$ cat src/rtl/piso_serializer_pkg.sv
// -----------------------------------------------------------------------------
// piso_serializer_pkg
//   Shared definitions for the PISO serializer and the benches of the matching
//   sipo_shift_register: FSM state encoding and default frame size.
// -----------------------------------------------------------------------------
package piso_serializer_pkg;

  // IDLE must encode as 0 and SHIFT as 1; downstream benches rely on it.
  typedef enum logic {
    IDLE  = 1'b0,
    SHIFT = 1'b1
  } state_e;

  localparam int unsigned SIZE_DEFAULT  = 256;
  localparam int unsigned CNT_W_DEFAULT = 8;

endpackage : piso_serializer_pkg

$ cat src/rtl/piso_serializer.sv
// -----------------------------------------------------------------------------
// piso_serializer
//   Parallel-in / serial-out shifter. A SIZE-bit word is accepted on a
//   valid/ready handshake and sent MSB first, one bit per clk, on s_out.
//   A word may be accepted in the last bit cycle so frames run gapless.
//
// Ports
//   clk        : clock, rising edge
//   reset      : asynchronous, active-high reset
//   in_data    : parallel word, sampled only on the accepting edge
//   in_valid   : in_data is valid
//   in_ready   : block accepts a word this cycle
//   abort      : synchronous cancel of the current frame (beats accept)
//   s_out      : serial data, feeds s_in of the downstream sipo_shift_register
//   s_active   : s_out carries a frame bit this cycle
//   frame_done : one-cycle pulse, downstream register holds the full word
//
// CNT_W must satisfy 2**CNT_W >= SIZE.
// -----------------------------------------------------------------------------
module piso_serializer
  import piso_serializer_pkg::*;
#(
  parameter int unsigned SIZE  = SIZE_DEFAULT,
  parameter int unsigned CNT_W = CNT_W_DEFAULT
) (
  input  logic            clk,
  input  logic            reset,
  input  logic [SIZE-1:0] in_data,
  input  logic            in_valid,
  output logic            in_ready,
  input  logic            abort,
  output logic            s_out,
  output logic            s_active,
  output logic            frame_done
);

  localparam logic [CNT_W-1:0] LAST_BIT = CNT_W'(SIZE - 1);

  state_e            state_q, state_d;
  logic [SIZE-1:0]   shift_q, shift_d;
  logic [CNT_W-1:0]  cnt_q,   cnt_d;
  logic              done_q,  done_d;
  logic              last_bit;
  logic              accept;

  assign last_bit = (state_q == SHIFT) && (cnt_q == LAST_BIT);

  // Ready is held low during reset so nothing is handshaken before release.
  assign in_ready = !reset && ((state_q == IDLE) || last_bit);
  assign accept   = in_valid && in_ready && !abort;

  assign s_active   = (state_q == SHIFT);
  assign s_out      = (state_q == SHIFT) && shift_q[SIZE-1];
  assign frame_done = done_q;

  // NOTE: every output of this block is assigned a default first, so no path
  // through the case/if tree leaves a variable unassigned and no latch forms.
  always_comb begin
    state_d = state_q;
    shift_d = shift_q;
    cnt_d   = cnt_q;
    done_d  = 1'b0;

    if (abort) begin
      state_d = IDLE;
      shift_d = '0;
      cnt_d   = '0;
    end else begin
      unique case (state_q)
        IDLE: begin
          if (accept) begin
            state_d = SHIFT;
            shift_d = in_data;
            cnt_d   = '0;
          end
        end
        SHIFT: begin
          shift_d = shift_q << 1;
          cnt_d   = cnt_q + CNT_W'(1);
          if (last_bit) begin
            done_d = 1'b1;
            cnt_d  = '0;
            if (accept) begin
              shift_d = in_data;
            end else begin
              state_d = IDLE;
            end
          end
        end
        default: state_d = IDLE;
      endcase
    end
  end

  // NOTE: the wide shift register is reset too; a stale word must never reach
  // s_out after reset, so clearing it is worth the extra reset fan-out.
  always_ff @(posedge clk or posedge reset) begin
    if (reset) begin
      state_q <= IDLE;
      shift_q <= '0;
      cnt_q   <= '0;
      done_q  <= 1'b0;
    end else begin
      // NOTE: non-blocking assignments keep every register updating from the
      // pre-edge values, independent of statement order.
      state_q <= state_d;
      shift_q <= shift_d;
      cnt_q   <= cnt_d;
      done_q  <= done_d;
    end
  end

endmodule : piso_serializer
$ cat config.mk
export PLATFORM = sky130hd
export DESIGN_NAME = piso_serializer
export DESIGN_NICKNAME = d
export VERILOG_FILES = /design/src/rtl/piso_serializer_pkg.sv /design/src/rtl/piso_serializer.sv
export SDC_FILE = /design/constraint.sdc
export NUM_CORES = 1
export LEC_CHECK = 0
export CAP_MARGIN = 20
export CORE_MARGIN = 2
export CORE_UTILIZATION = 40
export CTS_BUF_LIST = sky130_fd_sc_hd__clkbuf_8
export DETAILED_ROUTE_END_ITERATION = 10
export PLACE_DENSITY = 0.75
export SYNTH_ARGS = -nofsm -noshare
export SYNTH_HDL_FRONTEND = slang
export SYNTH_SLANG_ARGS = --single-unit
$ cat constraint.sdc
create_clock -name clk -period 10.1 [get_ports clk]
set_clock_uncertainty 0.05 [all_clocks]
set_input_delay 2.02 -clock clk [delete_from_list [all_inputs] [get_ports clk]]
set_output_delay 2.02 -clock clk [all_outputs]
set_load 0.02 [all_outputs]
==> reports/qor.yml <==
io_buffers: 263
wl_per_cell_um: 18.5
hp-start: "shift_q[18]"
drive_gt1_share_pct: 11.0
first_pass_iters: 5
leakage_nw: 6.99
arrival_ns: 3.32
final_common_cell: "dfrtp_1"
root_buffer: "clkbuf_8"
synth_cell_type_count: 32
grt_util_met1_pct: 26.7
gp_congestion: 0.762
ant_nets: 0
ctsResizeCount: 0
yosys.area.top_type: "dfrtp_1"
cts_sinks: 266
synth-edff-count: 0
grt_pass1_wl_um: 46900
viasPerCell: 5.52
fmax_ghz: 0.185
netlist_area_mm2: 0.0118
rr_startpoint: "cnt_q[0]"
cp.required_ns: 8.03
syn_inst: 916
fin_util_pct: 53.1
ys_seq_area_share_pct: 56.4
synth.area.top_cells: "dfrtp_1 56%, a221o_1 17%, and2_1 14%"
path_clk_slew_ns: 0.06
ff2ff_path_depth: 6
layout_worst_path_cycle_share_pct: 53.4
syn2layout_area_growth_pct: 29.9
hold_class: "flip-flop to flip-flop"
die_width_um: 176
setup_tns_ns: 0
syn_avg_cell_area_um2: 12.9
hold_viol_final: 0
synth_nets: 1177
finalPower_mw: 2.31
status: "complete, no violations"
grt-ovfl-total: 0
worstPathCellList: "clkdlybuf4s50_1 -> a21oi_1 -> clkdlybuf4s50_1"
synth_ff_type: "dfrtp_1"
fp.coreArea_mm2: 0.0289
use_met2_pct: 26.8
post_cts_buffers: 0
synth_warnings: 0
clockBufferDepth: 3
drtIter0Drc: 841
path_class: "input pin to output pin"
antenna_found_initial: 3
fp-row-count: 62
cts_buffers: 45
clock_latency_ns: 0.54
powerDensity_mw_per_mm2: 150
drc_errors: 0
critPathMostFrequentCell: "clkdlybuf4s50_1"
wirelength_um: 29000
grt_max_degree: 115
path_max_fanout: 3
async_flop_share_pct: 100
r2r_end: "shift_q[64]"
setup_viol: 0
tightest_slew_ns: 1.06
fin_hold_ws_ns: 0.440
h-tree-depth: 2
drv_cap: 0
min_to: "shift_q[19]"
relSlewSlack_pct: 29.2
synth.ff_latch_count: 266
cts_hold_buf: 0
place_ws_ns: 4.70
rsz0062_at_grt: "no"
layout.nets: 1414
busiest_layer: "met2"
final_cell_mix: "266 x dfrtp_1, 263 x clkdlybuf4s50_1, 256 x and2_1, 205 x a221o_1, 54 x clkbuf_8"
ioPinCount: 264
die_area_mm2: 0.0309
first_global_vias: 8789
end_kind: "output pin"
grtUsageMet3_pct: 5.56
vias: 8644
slew_violations: 0
finalWorstSetupSlack_ns: 4.71
crit_path_start_kind: "input pin"
r2r_setup_slack_ns: 6.98
crit_path_top_delay_cell: "clkdlybuf4s50_1"
grt_usage_pct: 18.5
synth_top_area_share_pct: 56.4
hpwl_um: 17700
die-height_um: 176
whs_path_depth: 1
initial_core_util_pct: 40.9
vdd_drop_max_mv: 0.0923
period_needed_ns: 5.39
tritoncts: "done"
critPathMaxStageDelay_ns: 0.61
[worst max-delay path by stage]
| stage | startpoint | endpoint |
|---|---|---|
| floorplan | reset | shift_q[100] |
| global placement | reset | in_ready |
| detailed placement | reset | in_ready |
| CTS | reset | in_ready |
| global route | reset | in_ready |
| finish | reset | in_ready |
[power by group]
| group | internal, mW | switching, mW |
|---|---|---|
| clock network | 0.480 | 0.421 |
| registers | 1.12 | 0.0290 |
| logic | 0.149 | 0.108 |
[flip-flops by register name, summed over array words and instances (netlist names)]
name        cells
s_active        1
shift_q       256
cnt_q           8
frame_done      1
[cell usage after synthesis (all sizes together) (2+ instances only)]
| library cell | number |
|---|---|
| a21oi | 3 |
| a221o | 255 |
| a31oi | 4 |
| and2 | 256 |
| and4 | 2 |
| buf | 48 |
| clkbuf | 39 |
| dfrtp | 266 |
| inv | 3 |
| nand2 | 9 |
| nand3 | 2 |
| nand3b | 2 |
| nand4 | 3 |
| nor2 | 4 |
| nor2b | 3 |
| o21ai | 6 |
| o22ai | 3 |
[kinds of logic (layout without fill, tap and decap cells)]
| family | after synthesis | in the layout | share of synthesized area, % |
|---|---|---|---|
| and+or+nand+nor | 285 | 285 | 15.0 |
| AOI/OAI and AO/OA | 273 | 273 | 23.2 |
| DFF | 266 | 266 | 56.4 |
| buffers and inverters | 90 | 355 | 5.29 |
| adders and majority gates | 1 | 1 | 0.106 |
| muxes | 1 | 1 | 0.0848 |
| other | 0 | 2 | 0 |
[final cells by class]
cell class,count,area [µm²]
diodes,2,5.00
clock buffers,54,743
clock inverters,21,91.3
fillers,2518,13500
inverters,3,18.8
multi-input cells,560,4540
flip-flops and latches,266,6660
well taps,384,480
repair buffers,277,2800
[critical path: cells and delay by family]
family,cells,cell delay (ns)
AO/OA/AOI/OAI,1,0.16
buffers and inverters,2,1.14
[per-stage QoR]
| stage | cells | area [µm²] |
|---|---|---|
| global route | 1567 | 15300 |
| finish | 1567 | 15300 |
| global placement | 1487 | 14400 |
| detailed placement | 1487 | 14400 |
| CTS | 1562 | 15200 |
| floorplan | 916 | 11800 |
[routing by layer]
| metal | wire, µm | share of wire, % |
|---|---|---|
| met1 | 13400 | 46 |
| met2 | 12600 | 44 |
| met3 | 2350 | 8.1 |
| met4 | 609 | 2.1 |
| met5 | 10 | 0.035 |
(Power assumes the default switching activity.)
